===== src/rtl/cpu_bus_pkg.sv =====
// Shared types and constants for the CPU-to-word-bus adapter.
package cpu_bus_pkg;

    localparam int unsigned DATA_W = 32;
    localparam int unsigned SEL_W  = 4;
    localparam int unsigned LANE_W = 2;

    typedef enum logic [2:0] {
        IDLE   = 3'd0,
        RD     = 3'd1,
        WR     = 3'd2,
        RMW_RD = 3'd3,
        RMW_WR = 3'd4,
        DONE   = 3'd5
    } state_t;

    localparam logic [SEL_W-1:0]  BUS_SEL_ALL   = 4'hF;
    localparam logic [DATA_W-1:0] READ_ERR_DATA = 32'hFFFF_FFFF;

endpackage


===== src/rtl/cpu_bus_lane.sv =====
// Byte-lane helper: read extraction, write replication/select, and RMW merge.
module cpu_bus_lane
    import cpu_bus_pkg::*;
#(
    parameter int unsigned BYTE_MODE = 0
) (
    input  logic [LANE_W-1:0] lane,
    input  logic              ben,
    input  logic [DATA_W-1:0] wdata,
    input  logic [DATA_W-1:0] rdata,
    output logic [DATA_W-1:0] rd_word_c,
    output logic [DATA_W-1:0] wr_word_c,
    output logic [SEL_W-1:0]  wr_sel_c,
    output logic [DATA_W-1:0] mrg_word_c
);

    logic [7:0] rd_byte;

    // Little-endian lane selection for reads and merges; byte lane n is bits 8n+7:8n.
    always_comb begin
        rd_byte    = rdata[{lane, 3'b000} +: 8];
        rd_word_c  = ben ? {24'b0, rd_byte} : rdata;
        mrg_word_c = rdata;
        mrg_word_c[{lane, 3'b000} +: 8] = wdata[7:0];
        wr_sel_c   = BUS_SEL_ALL;
        wr_word_c  = wdata;
        if (ben && (BYTE_MODE != 0)) begin
            wr_sel_c  = SEL_W'(4'b0001 << lane);
            wr_word_c = {4{wdata[7:0]}};
        end
    end

endmodule


===== src/rtl/cpu_bus_x.sv =====
// CPU-to-word-bus adapter with optional native byte lanes and a bus-timeout watchdog.
module cpu_bus_x
    import cpu_bus_pkg::*;
#(
    parameter int unsigned ADDR_W    = 24,
    parameter int unsigned BYTE_MODE = 0,
    parameter int unsigned TIMEOUT   = 255,
    parameter int unsigned TO_W      = 8
) (
    input  logic              clk,
    input  logic              rst,
    input  logic              cpu_stb,
    input  logic              cpu_we,
    input  logic              cpu_ben,
    input  logic [ADDR_W-1:0] cpu_addr,
    input  logic [31:0]       cpu_dout,
    output logic [31:0]       cpu_din,
    output logic              cpu_ack,
    output logic              bus_stb,
    output logic              bus_we,
    output logic [3:0]        bus_sel,
    output logic [ADDR_W-3:0] bus_addr,
    output logic [31:0]       bus_dout,
    input  logic [31:0]       bus_din,
    input  logic              bus_ack,
    input  logic              err_clr,
    output logic              timeout_err,
    output logic [ADDR_W-1:0] err_addr
);

    localparam bit               TO_EN   = (TIMEOUT != 0);
    localparam logic [TO_W-1:0]  TO_LAST = TO_W'(TO_EN ? TIMEOUT - 1 : 0);

    state_t              state;
    logic [ADDR_W-1:0]   addr_q;
    logic                ben_q;
    logic [DATA_W-1:0]   data_q;
    logic [TO_W-1:0]     to_cnt;

    logic [LANE_W-1:0]   lane_addr;
    logic                lane_ben;
    logic [DATA_W-1:0]   lane_wdata;
    logic [DATA_W-1:0]   rd_word_c;
    logic [DATA_W-1:0]   wr_word_c;
    logic [SEL_W-1:0]    wr_sel_c;
    logic [DATA_W-1:0]   mrg_word_c;
    logic                ack_v;
    logic                to_fire;

    // Lane helper sees the live CPU request in IDLE, the latched request otherwise.
    always_comb begin
        lane_addr  = addr_q[1:0];
        lane_ben   = ben_q;
        lane_wdata = data_q;
        if (state == IDLE) begin
            lane_addr  = cpu_addr[1:0];
            lane_ben   = cpu_ben;
            lane_wdata = cpu_dout;
        end
    end

    // Ack only counts during an active strobe; ack beats a same-cycle timeout.
    always_comb begin
        ack_v   = bus_stb & bus_ack;
        to_fire = TO_EN & bus_stb & ~bus_ack & (to_cnt == TO_LAST);
    end

    cpu_bus_lane #(
        .BYTE_MODE (BYTE_MODE)
    ) u_lane (
        .lane       (lane_addr),
        .ben        (lane_ben),
        .wdata      (lane_wdata),
        .rdata      (bus_din),
        .rd_word_c  (rd_word_c),
        .wr_word_c  (wr_word_c),
        .wr_sel_c   (wr_sel_c),
        .mrg_word_c (mrg_word_c)
    );

    // Transaction FSM with registered CPU/bus outputs, watchdog and sticky error.
    always_ff @(posedge clk) begin
        if (!rst) begin
            state       <= IDLE;
            addr_q      <= '0;
            ben_q       <= 1'b0;
            data_q      <= '0;
            to_cnt      <= '0;
            cpu_din     <= '0;
            cpu_ack     <= 1'b0;
            bus_stb     <= 1'b0;
            bus_we      <= 1'b0;
            bus_sel     <= 4'h0;
            bus_addr    <= '0;
            bus_dout    <= '0;
            timeout_err <= 1'b0;
            err_addr    <= '0;
        end else begin
            cpu_ack <= 1'b0;

            if (TO_EN && bus_stb && !bus_ack) begin
                to_cnt <= to_cnt + TO_W'(1);
            end

            if (to_fire) begin
                timeout_err <= 1'b1;
                if (!timeout_err) begin
                    err_addr <= addr_q;
                end
            end else if (err_clr) begin
                timeout_err <= 1'b0;
            end

            case (state)
                IDLE: begin
                    if (cpu_stb) begin
                        addr_q   <= cpu_addr;
                        ben_q    <= cpu_ben;
                        data_q   <= cpu_dout;
                        bus_addr <= cpu_addr[ADDR_W-1:2];
                        bus_stb  <= 1'b1;
                        to_cnt   <= '0;
                        if (!cpu_we) begin
                            state   <= RD;
                            bus_we  <= 1'b0;
                            bus_sel <= BUS_SEL_ALL;
                        end else if (cpu_ben && (BYTE_MODE == 0)) begin
                            state   <= RMW_RD;
                            bus_we  <= 1'b0;
                            bus_sel <= BUS_SEL_ALL;
                        end else begin
                            state    <= WR;
                            bus_we   <= 1'b1;
                            bus_sel  <= wr_sel_c;
                            bus_dout <= wr_word_c;
                        end
                    end
                end
                RD: begin
                    if (ack_v || to_fire) begin
                        cpu_din <= ack_v ? rd_word_c : READ_ERR_DATA;
                        bus_stb <= 1'b0;
                        cpu_ack <= 1'b1;
                        state   <= DONE;
                    end
                end
                WR: begin
                    if (ack_v || to_fire) begin
                        bus_stb <= 1'b0;
                        bus_we  <= 1'b0;
                        cpu_ack <= 1'b1;
                        state   <= DONE;
                    end
                end
                RMW_RD: begin
                    if (ack_v) begin
                        bus_stb  <= 1'b0;
                        bus_dout <= mrg_word_c;
                        state    <= RMW_WR;
                    end else if (to_fire) begin
                        bus_stb <= 1'b0;
                        cpu_ack <= 1'b1;
                        state   <= DONE;
                    end
                end
                RMW_WR: begin
                    // First cycle here is the mandatory idle gap between phases.
                    if (!bus_stb) begin
                        bus_stb <= 1'b1;
                        bus_we  <= 1'b1;
                        to_cnt  <= '0;
                    end else if (ack_v || to_fire) begin
                        bus_stb <= 1'b0;
                        bus_we  <= 1'b0;
                        cpu_ack <= 1'b1;
                        state   <= DONE;
                    end
                end
                DONE: begin
                    state <= IDLE;
                end
                default: begin
                    state <= IDLE;
                end
            endcase
        end
    end

endmodule


===== config.mk =====
export PLATFORM = sky130hd
export DESIGN_NAME = cpu_bus_x
export DESIGN_NICKNAME = d
export VERILOG_FILES = /design/src/rtl/cpu_bus_pkg.sv /design/src/rtl/cpu_bus_lane.sv /design/src/rtl/cpu_bus_x.sv
export SDC_FILE = /design/constraint.sdc
export NUM_CORES = 1
export LEC_CHECK = 0
export BUFFER_PORTS_ARGS = -buffer_cell sky130_fd_sc_hd__buf_2
export CAP_MARGIN = 20
export CORE_MARGIN = 2
export CORE_UTILIZATION = 54
export CTS_BUF_LIST = sky130_fd_sc_hd__clkbuf_16
export CTS_CLUSTER_DIAMETER = 40
export CTS_CLUSTER_SIZE = 28
export DETAILED_ROUTE_END_ITERATION = 16
export PLACE_DENSITY_LB_ADDON = 0.05
export SETUP_SLACK_MARGIN = 0.05
export SLEW_MARGIN = 20
export SYNTH_ARGS = -nofsm -noshare
export SYNTH_HDL_FRONTEND = slang
export SYNTH_HIERARCHICAL = 1
export SYNTH_SLANG_ARGS = --single-unit

===== constraint.sdc =====
create_clock -name clk -period 4.14 [get_ports clk]
set_clock_uncertainty 0.2 [all_clocks]
set_input_delay 1.035 -clock clk [delete_from_list [all_inputs] [get_ports clk]]
set_output_delay 1.035 -clock clk [all_outputs]
set_load 0.02 [all_outputs]

=== Word-level counts from Yosys, hierarchy flattened ===
Index checks and enable logic that the tools add are counted.

* Flip-flop bits (word level): 183
* Bits of input ports: 95
* Output and inout port bits: 118
* Logic and storage cells: 95

* $add $sub $neg: 2
* Equality and inequality tests: 12
* Shifts and indexed selects: 3
* Multiplexer cells: 43
* Bitwise gates (word level): 5
* Reduce and logical (&&, ||, !) cells: 16

{| class="wikitable"
|+ Operators with widths
! kind !! count
|-
| $mux W32 || 7
|-
| $pmux W32 S2 || 1
|-
| $bwmux W32 || 1
|-
| $shift A8 B7 Y32 const A || 1
|-
| $shiftx A32 B6 Y8 || 1
|-
| $shiftx A8 B7 Y32 || 1
|-
| $mux W8 || 3
|-
| $mux W1 || 19
|-
| $pmux W8 S2 || 1
|-
| $mux W3 || 5
|-
| $pmux W3 S4 || 1
|-
| $ne A2 B2 Y1 const B || 5
|-
| $add A8 B1 Y8 const B || 1
|-
| $eq A8 B8 Y1 const B || 1
|-
| $reduce_and A2 Y1 || 4
|-
| $neg A5 Y7 || 1
|-
| $eq A3 B2 Y1 const B || 2
|-
| $pmux W1 S3 || 2
|-
| $reduce_and A5 Y1 || 1
|-
| $mux W2 || 2
|-
| $pmux W1 S4 || 1
|-
| $reduce_and A4 Y1 || 1
|-
| $reduce_bool A2 Y1 || 2
|-
| $reduce_bool A4 Y1 || 1
|-
| 13 further kinds || 16
|}

=== Longest topological paths before layout ===
Gate-level depths: netlist of run 1.

* Depth in word-level cells: 7
* Mapped depth: 15
* Mapped depth without buffers: 10

=== Hierarchy ===
Netlist of run 1, hierarchy kept.

{| class="wikitable"
|+ Modules (own cells, without submodules)
! module !! instances !! cells an instance !! area each (µm²) !! seq. area each (µm²)
|-
| cpu_bus_x || 1 || 757 || 7174.4 || 3283.1
|-
| cpu_bus_lane || 1 || 186 || 1196.1 || 0.0
|}

=== Least setup slack after synthesis of run 1 ===
OpenSTA, ideal clock, no wires.

* Path type: input to register
* Start: input cpu_addr[1]
* End: register bus_dout[12]
* Library setup time: 0.116 ns
* Arrival: 2.973 ns
* Required time: 3.824 ns
* Path slack: 0.851 ns
* Cell stages on the path: 12
* Buffers on the path: 3
* Cell sequence: mux2_2 > buf_2 > buf_2 > inv_1 > ha_1 > clkbuf_1 > nand3b_1 > nor3_2 > a22o_1 > mux2i_1 > nand3_1 > o211a_1

* Cells in the longest elaborated chain, start to end: 6
* Elaborated cells between the ends (all ways): 7
* Classes of those cells: add/sub (1); shift (2); mux (4)

{| class="wikitable"
|+ RTL lines
! item !! RTL line !! RTL
|-
| from (decl) || cpu_bus_x.sv:15 || <nowiki>input logic [ADDR_W-1:0] cpu_addr,</nowiki>
|-
| $mux W2 (*) || cpu_bus_x.sv:55 || <nowiki>if (state == IDLE) begin</nowiki>
|-
| $neg A5 Y7 (*) || cpu_bus_lane.sv:24 || <nowiki>mrg_word_c[{lane, 3'b000} +: 8] = wdata[7:0];</nowiki>
|-
| $shiftx A8 B7 Y32 or $shift A8 B7 Y32 (tied branches) || cpu_bus_lane.sv:24 ||
|-
| $bwmux W32 (*) || cpu_bus_lane.sv:24 ||
|-
| net mrg_word_c[12] || cpu_bus_x.sv:46 || <nowiki>logic [DATA_W-1:0] mrg_word_c;</nowiki>
|-
| $mux W32 (*) || cpu_bus_x.sv:156 || <nowiki>if (ack_v) begin</nowiki>
|-
| $pmux W32 S2 (*) || cpu_bus_x.sv:114 || <nowiki>case (state)</nowiki>
|-
| to (signal assigned) || cpu_bus_x.sv:135 || <nowiki>bus_dout <= wr_word_c;</nowiki>
|-
| to (signal assigned) || cpu_bus_x.sv:158 || <nowiki>bus_dout <= mrg_word_c;</nowiki>
|-
| to (decl) || cpu_bus_x.sv:23 || <nowiki>output logic [31:0] bus_dout,</nowiki>
|}

The timed path passes the listed nets; every way through them passes the cells marked *. The select of a mux whose other input is x is not followed.
A chain may end at the register's enable or synchronous reset.

=== Worst setup path after layout of run 1 ===
* Start: register state[2]
* End: register bus_dout[8]

* Cells in the longest elaborated chain, start to end: 7
* Elaborated cells between the ends (all ways): 19
* Classes of those cells: add/sub (1); eq/ne (5); shift (2); mux (8); reduce/logical (3)

{| class="wikitable"
|+ RTL lines
! item !! RTL line !! RTL
|-
| from (decl) || cpu_bus_x.sv:34 || <nowiki>state_t state;</nowiki>
|-
| from (signal assigned) || cpu_bus_x.sv:84 || <nowiki>state <= IDLE;</nowiki>
|-
| from (signal assigned) || cpu_bus_x.sv:124 || <nowiki>state <= RD;</nowiki>
|-
| from (signal assigned) || cpu_bus_x.sv:128 || <nowiki>state <= RMW_RD;</nowiki>
|-
| $logic_not A3 Y1 (*) || cpu_bus_x.sv:55 ||
|-
| $mux W2 (*) || cpu_bus_x.sv:55 ||
|-
| net lane_addr[0] || cpu_bus_x.sv:40 || <nowiki>logic [LANE_W-1:0] lane_addr;</nowiki>
|-
| $neg A5 Y7 (*) || cpu_bus_lane.sv:24 ||
|-
| $shiftx A8 B7 Y32 or $shift A8 B7 Y32 (tied branches) || cpu_bus_lane.sv:24 ||
|-
| $bwmux W32 (*) || cpu_bus_lane.sv:24 ||
|-
| net mrg_word_c[8] || cpu_bus_x.sv:46 ||
|-
| $mux W32 (*) || cpu_bus_x.sv:156 ||
|-
| $pmux W32 S2 (*) || cpu_bus_x.sv:114 ||
|}

Marked as above.

==> results.py, run 1 <==
metrics = {
    "worst_setup_path": {
        "ff2ff_setup_slack_ps": 650,
        "crit_path_start_kind": "register",
        "cp_slowest_cell": "dfxtp_1",
        "crit_fanout": 16,
        "timing.rr.start": "state[2]$_SDFFE_PN0P_",
        "critPathKind": "register to register",
        "endpoint_kind": "register",
        "reg2regPathDepth": 10,
        "critPathMaxStageDelay_ps": 490,
        "arrival_ps": 3660,
        "cp_data_required_time_ps": 4310,
        "r2r_end": "bus_dout[8]$_SDFFE_PN0P_",
        "path_cells": "nor3_4, mux2_2, clkinv_1, ha_1, nand3b_1, nor3_2, a22o_1, mux2i_1, nand3_1, o211a_1",
    },
    "route": {
        "vias": 7129,
        "final_antenna_net_count": 0,
        "routedWlPerCell_um": 18.1,
        "first_pass_iters": 5,
        "routed_wl_um": 22800,
        "route.detailed.drc": 0,
        "vias_per_cell": 5.68,
        "drtIter0Drc": 546,
    },
    "timing": {
        "hold_viol": 0,
        "finalCritPeriodShare_pct": 84.4,
        "setup_ws_ps": 646,
        "min_period_ps": 3490,
        "worstMarginPinSlew_ps": 674,
        "rsz0062_at_grt": "no",
        "setup-tns-final_ps": 0,
        "max-slew-margin-rel_pct": 55.0,
        "maxSlewViolCount": 0,
        "whs_ps": 250,
        "setup_viol": 0,
        "fmaxAchievable_mhz": 286,
    },
    "min_path": {
        "hp-start": "err_addr[4]$_SDFFE_PN0P_",
        "whs_path_depth": 2,
        "min-delay-path-class": "register to register",
        "holdPathEnd": "err_addr[4]$_SDFFE_PN0P_",
    },
    "cells_and_area": {
        "fin_nets": 1157,
        "fillerInstances": 1394,
        "area_growth_pct": 13.3,
        "regArea_sq_um": 3280,
        "multi_input_area_sq_um": 4190,
        "drive_gt1_share_pct": 29.1,
    },
    "die": {
        "start_util_pct": 55.1,
        "dieHeight_um": 129,
        "die_w_um": 129,
        "ios": 213,
        "core_sq_um": 15200,
        "num_rows": 45,
        "dieArea_sq_um": 16500,
    },
    "cts": {
        "cts_tree": "done",
        "clk_latency_ps": 420,
        "path_clk_slew_ps": 60,
        "cts_buffers": 17,
        "post_cts_buffers": 0,
        "holdBufCountCts": 0,
        "cts_root_buf": "clkbuf_16",
        "ctsResizeCount": 0,
        "clock-sinks": 164,
        "cts-htree-levels": 4,
        "clockBufferDepth": 2,
    },
    "global_routing": {
        "track_usage_pct": 27.2,
        "antenna_found_initial": 2,
        "grt_overflow_total": 0,
        "grt_pass1_wl_um": 35000,
        "grt_max_degree": 84,
        "first_global_vias": 6319,
    },
    "pwr": {
        "irDropWorstVdd_v": 0.000433,
        "leakage_nw": 4.54,
        "power.internal_mw": 2.99,
        "p_sw_mw": 1.57,
        "power_frac_clock_pct": 31.2,
        "seqPwrFrac_pct": 40.3,
        "power.density_nw_per_um2": 481,
        "p_comb_share_pct": 28.5,
        "netSwitchingFraction_pct": 34.4,
    },
    "yosys": {
        "synth_cells": 943,
        "synth_top_family_by_area": "compound AO/OA/AOI/OAI gates",
        "yosysWarnings": 6,
        "async_flop_share_pct": 0,
        "yosysSeqAreaShare_pct": 39.2,
        "syn_avg_cell_area_sq_um": 8.88,
        "mappedNetlistArea_sq_um": 8370,
        "ys_ff_latch": 164,
        "synth_top_flop_cell": "dfxtp_1",
        "synth-xor-area-share_pct": 0.732,
        "yosys.area_share.simple_pct": 17.5,
        "synthAdderAreaFrac_pct": 1.05,
        "yosysUniqueCellTypes": 56,
        "synth.area.mux_share_pct": 9.61,
        "synth_edf_count": 0,
        "synth-compound-area-share_pct": 20.9,
    },
    "run": {
        "cap_violations": 0,
    },
    "outcome": {
        "status": "finished clean",
    },
    "place": {
        "dpl.hpwl_um": 15800,
        "gp_congestion": 0.872,
        "port_buffers": 212,
        "dp_slack_ps": 580,
    },
}
[worst max-delay path: cells and delay by family (launching register included)]
| family | cells | cell delay [ps] |
|---|---|---|
| buf+inv | 1 | 340 |
| simple gates | 4 | 1170 |
| compound gates | 2 | 330 |
| flops | 1 | 490 |
| mux | 2 | 420 |
| fa+ha+maj | 1 | 470 |
[cell usage after synthesis (5+ instances only)]
| cell type | n | share of area [%] |
|---|---|---|
| o21ai_1 | 25 | 1.5 |
| mux2i_1 | 32 | 3.8 |
| o22ai_1 | 25 | 1.9 |
| o211a_1 | 32 | 3.8 |
| nor2_1 | 22 | 0.99 |
| o221a_1 | 30 | 4.0 |
| a22o_1 | 16 | 1.7 |
| nand3_1 | 58 | 3.5 |
| buf_4 | 68 | 6.1 |
| buf_6 | 6 | 0.81 |
| buf_2 | 15 | 0.90 |
| a21oi_1 | 16 | 0.96 |
| inv_1 | 21 | 0.94 |
| clkbuf_1 | 43 | 1.9 |
| ha_1 | 7 | 1.0 |
| nand4_1 | 5 | 0.37 |
| mux2_2 | 43 | 5.8 |
| nand2_1 | 166 | 7.4 |
| a21boi_1 | 59 | 5.3 |
| o21ai_0 | 10 | 0.60 |
| nor2b_1 | 21 | 1.6 |
| dfxtp_1 | 164 | 39 |
[area by class of cell]
cell class                      instances  area share, %
Antenna cell                            1         0.0264
Clock buffer                           17           4.49
Clock inverter                         14          0.937
Inverter                               23          0.911
Multi-Input combinational cell        624           44.2
Sequential cell                       164           34.6
Tap cell                              188           2.48
Timing Repair Buffer                  225           12.4
[worst max path at each step]
stage	from	to	slack, ps
finish	state[2]$_SDFFE_PN0P_	bus_dout[8]$_SDFFE_PN0P_	650
global placement	cpu_addr[0]	bus_dout[29]$_SDFFE_PN0P_	600
CTS	state[2]$_SDFFE_PN0P_	bus_dout[8]$_SDFFE_PN0P_	760
floorplan	cpu_addr[1]	bus_dout[12]$_SDFFE_PN0P_	850
detailed placement	cpu_addr[0]	bus_dout[28]$_SDFFE_PN0P_	580
global route	state[2]$_SDFFE_PN0P_	bus_dout[8]$_SDFFE_PN0P_	490
[cells by family (layout without fill, tap and decap cells)]
logic type | after synthesis | count (layout)
flip-flops | 164 | 164
XOR/XNOR | 7 | 7
other | 1 | 5
multiplexers | 75 | 75
adder cells (fa/ha/maj) | 7 | 7
AND/OR/NAND/NOR | 308 | 308
buffers and inverters | 158 | 279
AO/OA/AOI/OAI | 223 | 223
[layout by cell type (no fill, tap or decap), drive strengths merged, types with 5 or more instances in the layout]
| cell type | count |
|---|---|
| nor2b | 21 |
| o221a | 32 |
| clkinv | 10 |
| nor3 | 7 |
| o21ai | 35 |
| mux2i | 32 |
| ha | 7 |
| a22o | 16 |
| nand2b | 5 |
| clkbuf | 17 |
| nand4 | 5 |
| nor2 | 22 |
| dfxtp | 164 |
| inv | 23 |
| nand2 | 167 |
| mux2 | 43 |
| o211a | 32 |
| buf | 225 |
| o22ai | 25 |
| a21boi | 59 |
| a21oi | 16 |
| nand3 | 58 |
[metal layers]
layer	global-route usage, %	wire length (um)	vias to the layer above	part of all wire (%)
met2	41.2	10100	306	44
li1	-	-	3482	-
met5	0	13	-	0.057
met1	37.6	10200	3291	45
met3	7.44	1930	48	8.5
met4	9.40	565	2	2.5
[power by group through the flow]
stage	Clock [mW]	Combinational [mW]	Sequential (mW)
3_5_place_dp	0	1.29	1.87
2_1_floorplan	0	0.953	1.96
4_1_cts	1.45	1.29	1.84
5_1_grt	1.52	1.40	1.86
6_report	1.42	1.30	1.84
3_3_place_gp	0	1.28	1.87
[sequential cells by signal, summed over array words and instances (netlist names)]
register	count
addr_q	3
ben_q	1
bus_addr	21
bus_dout	32
bus_sel	4
bus_stb	1
bus_we	1
cpu_ack	1
cpu_din	32
data_q	32
err_addr	24
state	3
timeout_err	1
to_cnt	8
[metrics by stage]
stage,std cells,cell area (sq um),utilization (%),power [mW]
detailed placement,1224,8960,59.0,3.16
CTS,1255,9480,62.4,4.58
finish,1256,9480,62.4,4.56
floorplan,946,8380,-,2.91
global route,1255,9480,62.4,4.78
global placement,1224,8960,59.0,3.15
No activity file was read; power rests on OpenSTA's default activity.
==> inputs of run 2 (changes only) <==
--- a/config.mk
+++ b/config.mk
@@ -8,7 +8,7 @@
 export BUFFER_PORTS_ARGS = -buffer_cell sky130_fd_sc_hd__buf_2
 export CAP_MARGIN = 20
 export CORE_MARGIN = 2
-export CORE_UTILIZATION = 54
+export CORE_UTILIZATION = 49
 export CTS_BUF_LIST = sky130_fd_sc_hd__clkbuf_16
 export CTS_CLUSTER_DIAMETER = 40
 export CTS_CLUSTER_SIZE = 28
==> constraint.sdc (replaced) <==
create_clock -name clk -period 2.9 [get_ports clk]
set_clock_uncertainty 0.2 [all_clocks]
set_input_delay 0.725 -clock clk [delete_from_list [all_inputs] [get_ports clk]]
set_output_delay 0.725 -clock clk [all_outputs]
set_load 0.02 [all_outputs]
==> run 2 against run 1 <==
  * Register-to-register slack got worse by 400 ps
  * Utilization down 3.5 points
  * Combinational power is 50% higher
  * Largest power group unchanged
  * Critical path depth grew 1
  * Design area grew 3.4%
  * Flip-flop and latch count unchanged
  * Non-clock buffer count grew 14
  * Total power grew 53%
  * Worst setup slack lost 400 ps
  * Count of clock-buffer cells in the layout unchanged
  * Clock power rose by 70%
==> results.py, run 2 (synthesized netlist as in run 1, its figures left out) <==
metrics = {
    "worst_setup_path": {
        "path_cells": "nor3_4, mux2_2, clkinv_2, ha_1, nor4bb_1, buf_4, nand2_1, o21ai_0, mux2i_1, nand3_1, o211a_1",
        "cp-startpoint": "state[2]$_SDFFE_PN0P_",
        "arrival_ps": 2840,
        "reg2regPathDepth": 11,
        "cp_slowest_cell": "mux2_2",
        "ff2ff_setup_slack_ps": 250,
        "critPathKind": "register to register",
        "endpoint_kind": "register",
        "cp_data_required_time_ps": 3090,
        "crit_fanout": 8,
        "critPathMaxStageDelay_ps": 400,
        "timing.rr.start": "state[2]$_SDFFE_PN0P_",
        "r2r_end": "bus_dout[0]$_SDFFE_PN0P_",
        "crit_path_start_kind": "register",
        "cp-endpoint": "bus_dout[0]$_SDFFE_PN0P_",
    },
    "die": {
        "ios": 213,
        "start_util_pct": 50.3,
        "num_rows": 47,
        "dieArea_sq_um": 18100,
        "core_sq_um": 16600,
        "die_w_um": 135,
        "dieHeight_um": 135,
    },
    "pwr": {
        "irDropWorstVdd_v": 0.000528,
        "power_frac_clock_pct": 34.6,
        "power.density_nw_per_um2": 711,
        "p_comb_share_pct": 28.0,
        "leakage_nw": 4.70,
        "power.internal_mw": 4.64,
        "p_sw_mw": 2.33,
        "seqPwrFrac_pct": 37.4,
        "netSwitchingFraction_pct": 33.5,
    },
    "cells_and_area": {
        "fin_nets": 1171,
        "finalInstanceArea_sq_um": 9800,
        "top_regs": "bus_dout (32), cpu_din (32), data_q (32)",
        "fillerInstances": 1547,
        "layout_common_cells": "buf_2, nand2_1, dfxtp_1, a21boi_1, nand3_1",
        "drive_gt1_share_pct": 30.8,
        "multi_input_area_sq_um": 4200,
        "layout_commonest_cell": "buf_2",
        "area_growth_pct": 17.1,
        "regArea_sq_um": 3280,
        "final_core_util_pct": 58.9,
    },
    "cts": {
        "path_clk_slew_ps": 70,
        "cts_root_buf": "clkbuf_16",
        "clk_latency_ps": 440,
        "post_cts_buffers": 0,
        "clock-sinks": 164,
        "clockBufferDepth": 2,
        "cts_buffers": 17,
        "holdBufCountCts": 0,
        "ctsResizeCount": 0,
        "cts_tree": "done",
        "cts-htree-levels": 4,
    },
    "place": {
        "gp_congestion": 0.854,
        "dpl.hpwl_um": 15800,
        "placed_area_sq_um": 9180,
        "port_buffers": 212,
    },
    "route": {
        "vias": 7066,
        "route.detailed.drc": 0,
        "final_antenna_net_count": 0,
        "routedWlPerCell_um": 17.4,
        "drtIter0Drc": 514,
        "routed_wl_um": 22600,
        "first_pass_iters": 5,
        "vias_per_cell": 5.42,
    },
    "min_path": {
        "min-delay-path-class": "register to register",
    },
    "timing": {
        "whs_ps": 249,
        "min_period_ps": 2650,
        "hold_viol": 0,
        "max-slew-margin-rel_pct": 66.2,
        "maxSlewViolCount": 0,
        "setup_viol": 0,
        "worstMarginPinSlew_ps": 507,
        "setup-tns-final_ps": 0,
        "fmaxAchievable_mhz": 377,
        "finalCritPeriodShare_pct": 91.4,
        "rsz0062_at_grt": "no",
    },
    "global_routing": {
        "grt_pass1_wl_um": 35400,
        "grt_max_degree": 88,
        "grt_overflow_total": 0,
        "track_usage_pct": 24.7,
        "first_global_vias": 6476,
        "antenna_found_initial": 2,
    },
    "outcome": {
        "status": "finished clean",
    },
    "run": {
        "cap_violations": 0,
    },
}
[run 2: cell count changes in the layout (fill, tap and decap cells not counted), sizes merged]
cell,change
clkinv,-5
inv,+6
clkinvlp,-3
buf,+14
bufinv,+3
[run 2: area by class of cell]
type | count | share of cell area [%]
Clock inverter | 15 | 1.97
Tap cell | 220 | 2.81
Timing Repair Buffer | 239 | 13.6
Antenna cell | 1 | 0.0255
Inverter | 23 | 0.919
Multi-Input combinational cell | 624 | 42.9
Sequential cell | 164 | 33.5
Clock buffer | 17 | 4.34
[run 2: metal layers]
layer | global-route usage [%] | wire [um] | vias up
met1 | 36.1 | 11000 | 3296
met2 | 35.3 | 9640 | 234
met3 | 6.12 | 1430 | 33
met4 | 8.60 | 506 | 0
met5 | 0 | 0 | -
li1 | - | - | 3503
[run 2: worst min-delay path by stage]
stage | to | startpoint | cells past startpoint | slack (ps)
2_1_floorplan | ben_q$_SDFFE_PN0P_ | ben_q$_SDFFE_PN0P_ | 2 | 230
3_3_place_gp | data_q[3]$_SDFFE_PN0P_ | data_q[3]$_SDFFE_PN0P_ | 2 | 240
3_5_place_dp | data_q[2]$_SDFFE_PN0P_ | data_q[2]$_SDFFE_PN0P_ | 2 | 240
4_1_cts | data_q[2]$_SDFFE_PN0P_ | data_q[2]$_SDFFE_PN0P_ | 2 | 250
5_1_grt | data_q[2]$_SDFFE_PN0P_ | data_q[2]$_SDFFE_PN0P_ | 2 | 260
6_report | data_q[21]$_SDFFE_PN0P_ | data_q[21]$_SDFFE_PN0P_ | 2 | 250
[run 2: worst max-delay path: cells and delay by family (launching register included)]
kind	cells	cell delay, ps
compound gates	2	240
fa+ha+maj	1	240
buf+inv	2	320
flops	1	330
mux	2	520
simple gates	4	760
[run 2: metrics by stage]
stage	worst slack [ps]	power, mW	std cells
after floorplan	7.89	4.18	946
after global placement	109	4.58	1270
after detailed placement	107	4.59	1270
after CTS	237	7.00	1302
after global routing	50.1	7.29	1303
final	248	6.97	1303
[run 2: power groups by stage]
stage	Clock (mW)	Sequential (mW)	Combinational, mW
after floorplan	0	2.80	1.39
after global placement	0	2.66	1.93
after detailed placement	0	2.66	1.94
after CTS	2.45	2.61	1.95
after global routing	2.54	2.63	2.12
final	2.41	2.61	1.95
==> inputs of run 3 (changes only) <==
--- a/config.mk
+++ b/config.mk
@@ -13,6 +13,7 @@
 export CTS_CLUSTER_DIAMETER = 40
 export CTS_CLUSTER_SIZE = 28
 export DETAILED_ROUTE_END_ITERATION = 16
+export MAX_ROUTING_LAYER = met4
 export PLACE_DENSITY_LB_ADDON = 0.05
 export SETUP_SLACK_MARGIN = 0.05
 export SLEW_MARGIN = 20
==> run 3 against run 2 <==
  * Wire length barely moved
  * Sequential share of layout area barely moved
  * Register-to-register slack barely moved
  * Combinational power barely moved
  * Largest cell class unchanged
  * Highest routed layer unchanged
  * Non-clock buffer count did not move
  * Via count rose by 0.20%
==> results.py, run 3 (synthesized netlist as in run 1, its figures left out) <==
metrics = {
    "cells_and_area": {
        "layout_common_cells": "buf_2, nand2_1, dfxtp_1, a21boi_1, nand3_1",
        "fillerInstances": 1546,
        "layout.cells.non_filler": 1304,
        "layout_commonest_cell": "buf_2",
        "area_growth_pct": 17.1,
        "drive_gt1_share_pct": 30.8,
        "fin_nets": 1171,
        "top_regs": "bus_dout (32), cpu_din (32), data_q (32)",
    },
    "worst_setup_path": {
        "crit_path_start_kind": "register",
        "cp_data_required_time_ps": 3080,
        "path_cells": "nor3_4, mux2_2, clkinv_2, ha_4, or3b_4, nor3_4, a22o_1, mux2i_1, nand3_1, o211a_1",
        "crit_fanout": 5,
        "reg2regPathDepth": 10,
        "critPathKind": "register to register",
        "critPathMaxStageDelay_ps": 420,
        "arrival_ps": 2840,
        "endpoint_kind": "register",
        "cp_slowest_cell": "or3b_4",
        "crit_top_cell": "nor3_4",
    },
    "run": {
        "cap_violations": 0,
    },
    "die": {
        "dieHeight_um": 135,
        "dieArea_sq_um": 18100,
        "core_sq_um": 16600,
        "die_w_um": 135,
        "ios": 213,
        "start_util_pct": 50.3,
        "num_rows": 47,
    },
    "global_routing": {
        "antenna_found_initial": 2,
        "grt_max_degree": 88,
        "grt_overflow_total": 0,
        "grt_pass1_wl_um": 35300,
        "first_global_vias": 6508,
        "track_usage_pct": 25.4,
    },
    "timing": {
        "min_period_ps": 2660,
        "setup-tns-final_ps": 0,
        "fmaxAchievable_mhz": 376,
        "maxSlewViolCount": 0,
        "hold_viol": 0,
        "finalCritPeriodShare_pct": 91.7,
        "setup_viol": 0,
        "worstMarginPinSlew_ps": 497,
        "rsz0062_at_grt": "no",
        "max-slew-margin-rel_pct": 66.6,
    },
    "place": {
        "placed_cells": 1270,
        "port_buffers": 212,
        "gp_congestion": 0.867,
        "dpl.hpwl_um": 15800,
    },
    "route": {
        "drtIter0Drc": 518,
        "routedWlPerCell_um": 17.3,
        "routed_wl_um": 22600,
        "vias": 7080,
        "first_pass_iters": 5,
        "vias_per_cell": 5.43,
        "route.detailed.drc": 0,
        "final_antenna_net_count": 0,
    },
    "cts": {
        "cts_root_buf": "clkbuf_16",
        "cts_buffers": 17,
        "cts-htree-levels": 4,
        "ctsResizeCount": 0,
        "cts_tree": "done",
        "holdBufCountCts": 0,
        "clk_latency_ps": 440,
        "clockBufferDepth": 2,
        "path_clk_slew_ps": 70,
        "post_cts_buffers": 0,
        "clock-sinks": 164,
    },
    "min_path": {
        "whs_path_depth": 2,
        "min-delay-path-class": "register to register",
    },
    "pwr": {
        "irDropWorstVdd_v": 0.000526,
        "leakage_nw": 4.70,
        "power.total_mw": 6.96,
        "power.density_nw_per_um2": 710,
    },
    "outcome": {
        "status": "finished clean",
    },
}
[run 3: cell count changes in the layout (fill, tap and decap cells not counted), sizes merged]
cell / previous run / this run
diode: 1 / 2
[run 3: worst paths after layout]
path	from	end	slack (ps)
worst max-delay path	state[2]$_SDFFE_PN0P_	bus_dout[31]$_SDFFE_PN0P_	240
worst min-delay path	data_q[21]$_SDFFE_PN0P_	data_q[21]$_SDFFE_PN0P_	250
worst max register to register	state[2]$_SDFFE_PN0P_	bus_dout[31]$_SDFFE_PN0P_	240
worst min register to register	data_q[21]$_SDFFE_PN0P_	data_q[21]$_SDFFE_PN0P_	250
[run 3: final cells by class]
class,instances,area [sq um],area share [%]
Antenna cell,2,5.00,0.0511
Clock buffer,17,425,4.34
Clock inverter,15,193,1.97
Inverter,23,90.1,0.919
Multi-Input combinational cell,624,4200,42.9
Sequential cell,164,3280,33.5
Tap cell,220,275,2.81
Timing Repair Buffer,239,1330,13.6
[run 3: worst max-delay path, delay by kind of cell (launching register included)]
| kind | cells | cell delay, ps |
|---|---|---|
| DFF | 1 | 330 |
| AOI/OAI and AO/OA | 2 | 310 |
| buffers and inverters | 1 | 90 |
| adders and majority gates | 1 | 220 |
| and+or+nand+nor | 4 | 1000 |
| muxes | 2 | 460 |
[run 3: per-stage QoR]
stage | hold WS, ps | utilization (%) | setup slack, ps | instance area, sq um
floorplan | 233 | - | 7.89 | 8430
global placement | 239 | 55.2 | 109 | 9180
detailed placement | 243 | 55.2 | 107 | 9180
CTS | 253 | 58.9 | 237 | 9800
global route | 265 | 58.9 | 50.0 | 9800
finish | 250 | 58.9 | 241 | 9800
[run 3: layer usage]
metal	track usage (%)	vias to the layer above	routed length, um
met5	-	-	0
met1	36.3	3277	11000
li1	-	3505	-
met4	8.60	0	510
met3	5.29	38	1440
met2	35.4	260	9650
[run 3: where the power goes]
part | internal (mW) | switching, mW
registers | 2.47 | 0.133
clock network | 1.38 | 1.03
logic | 0.781 | 1.17
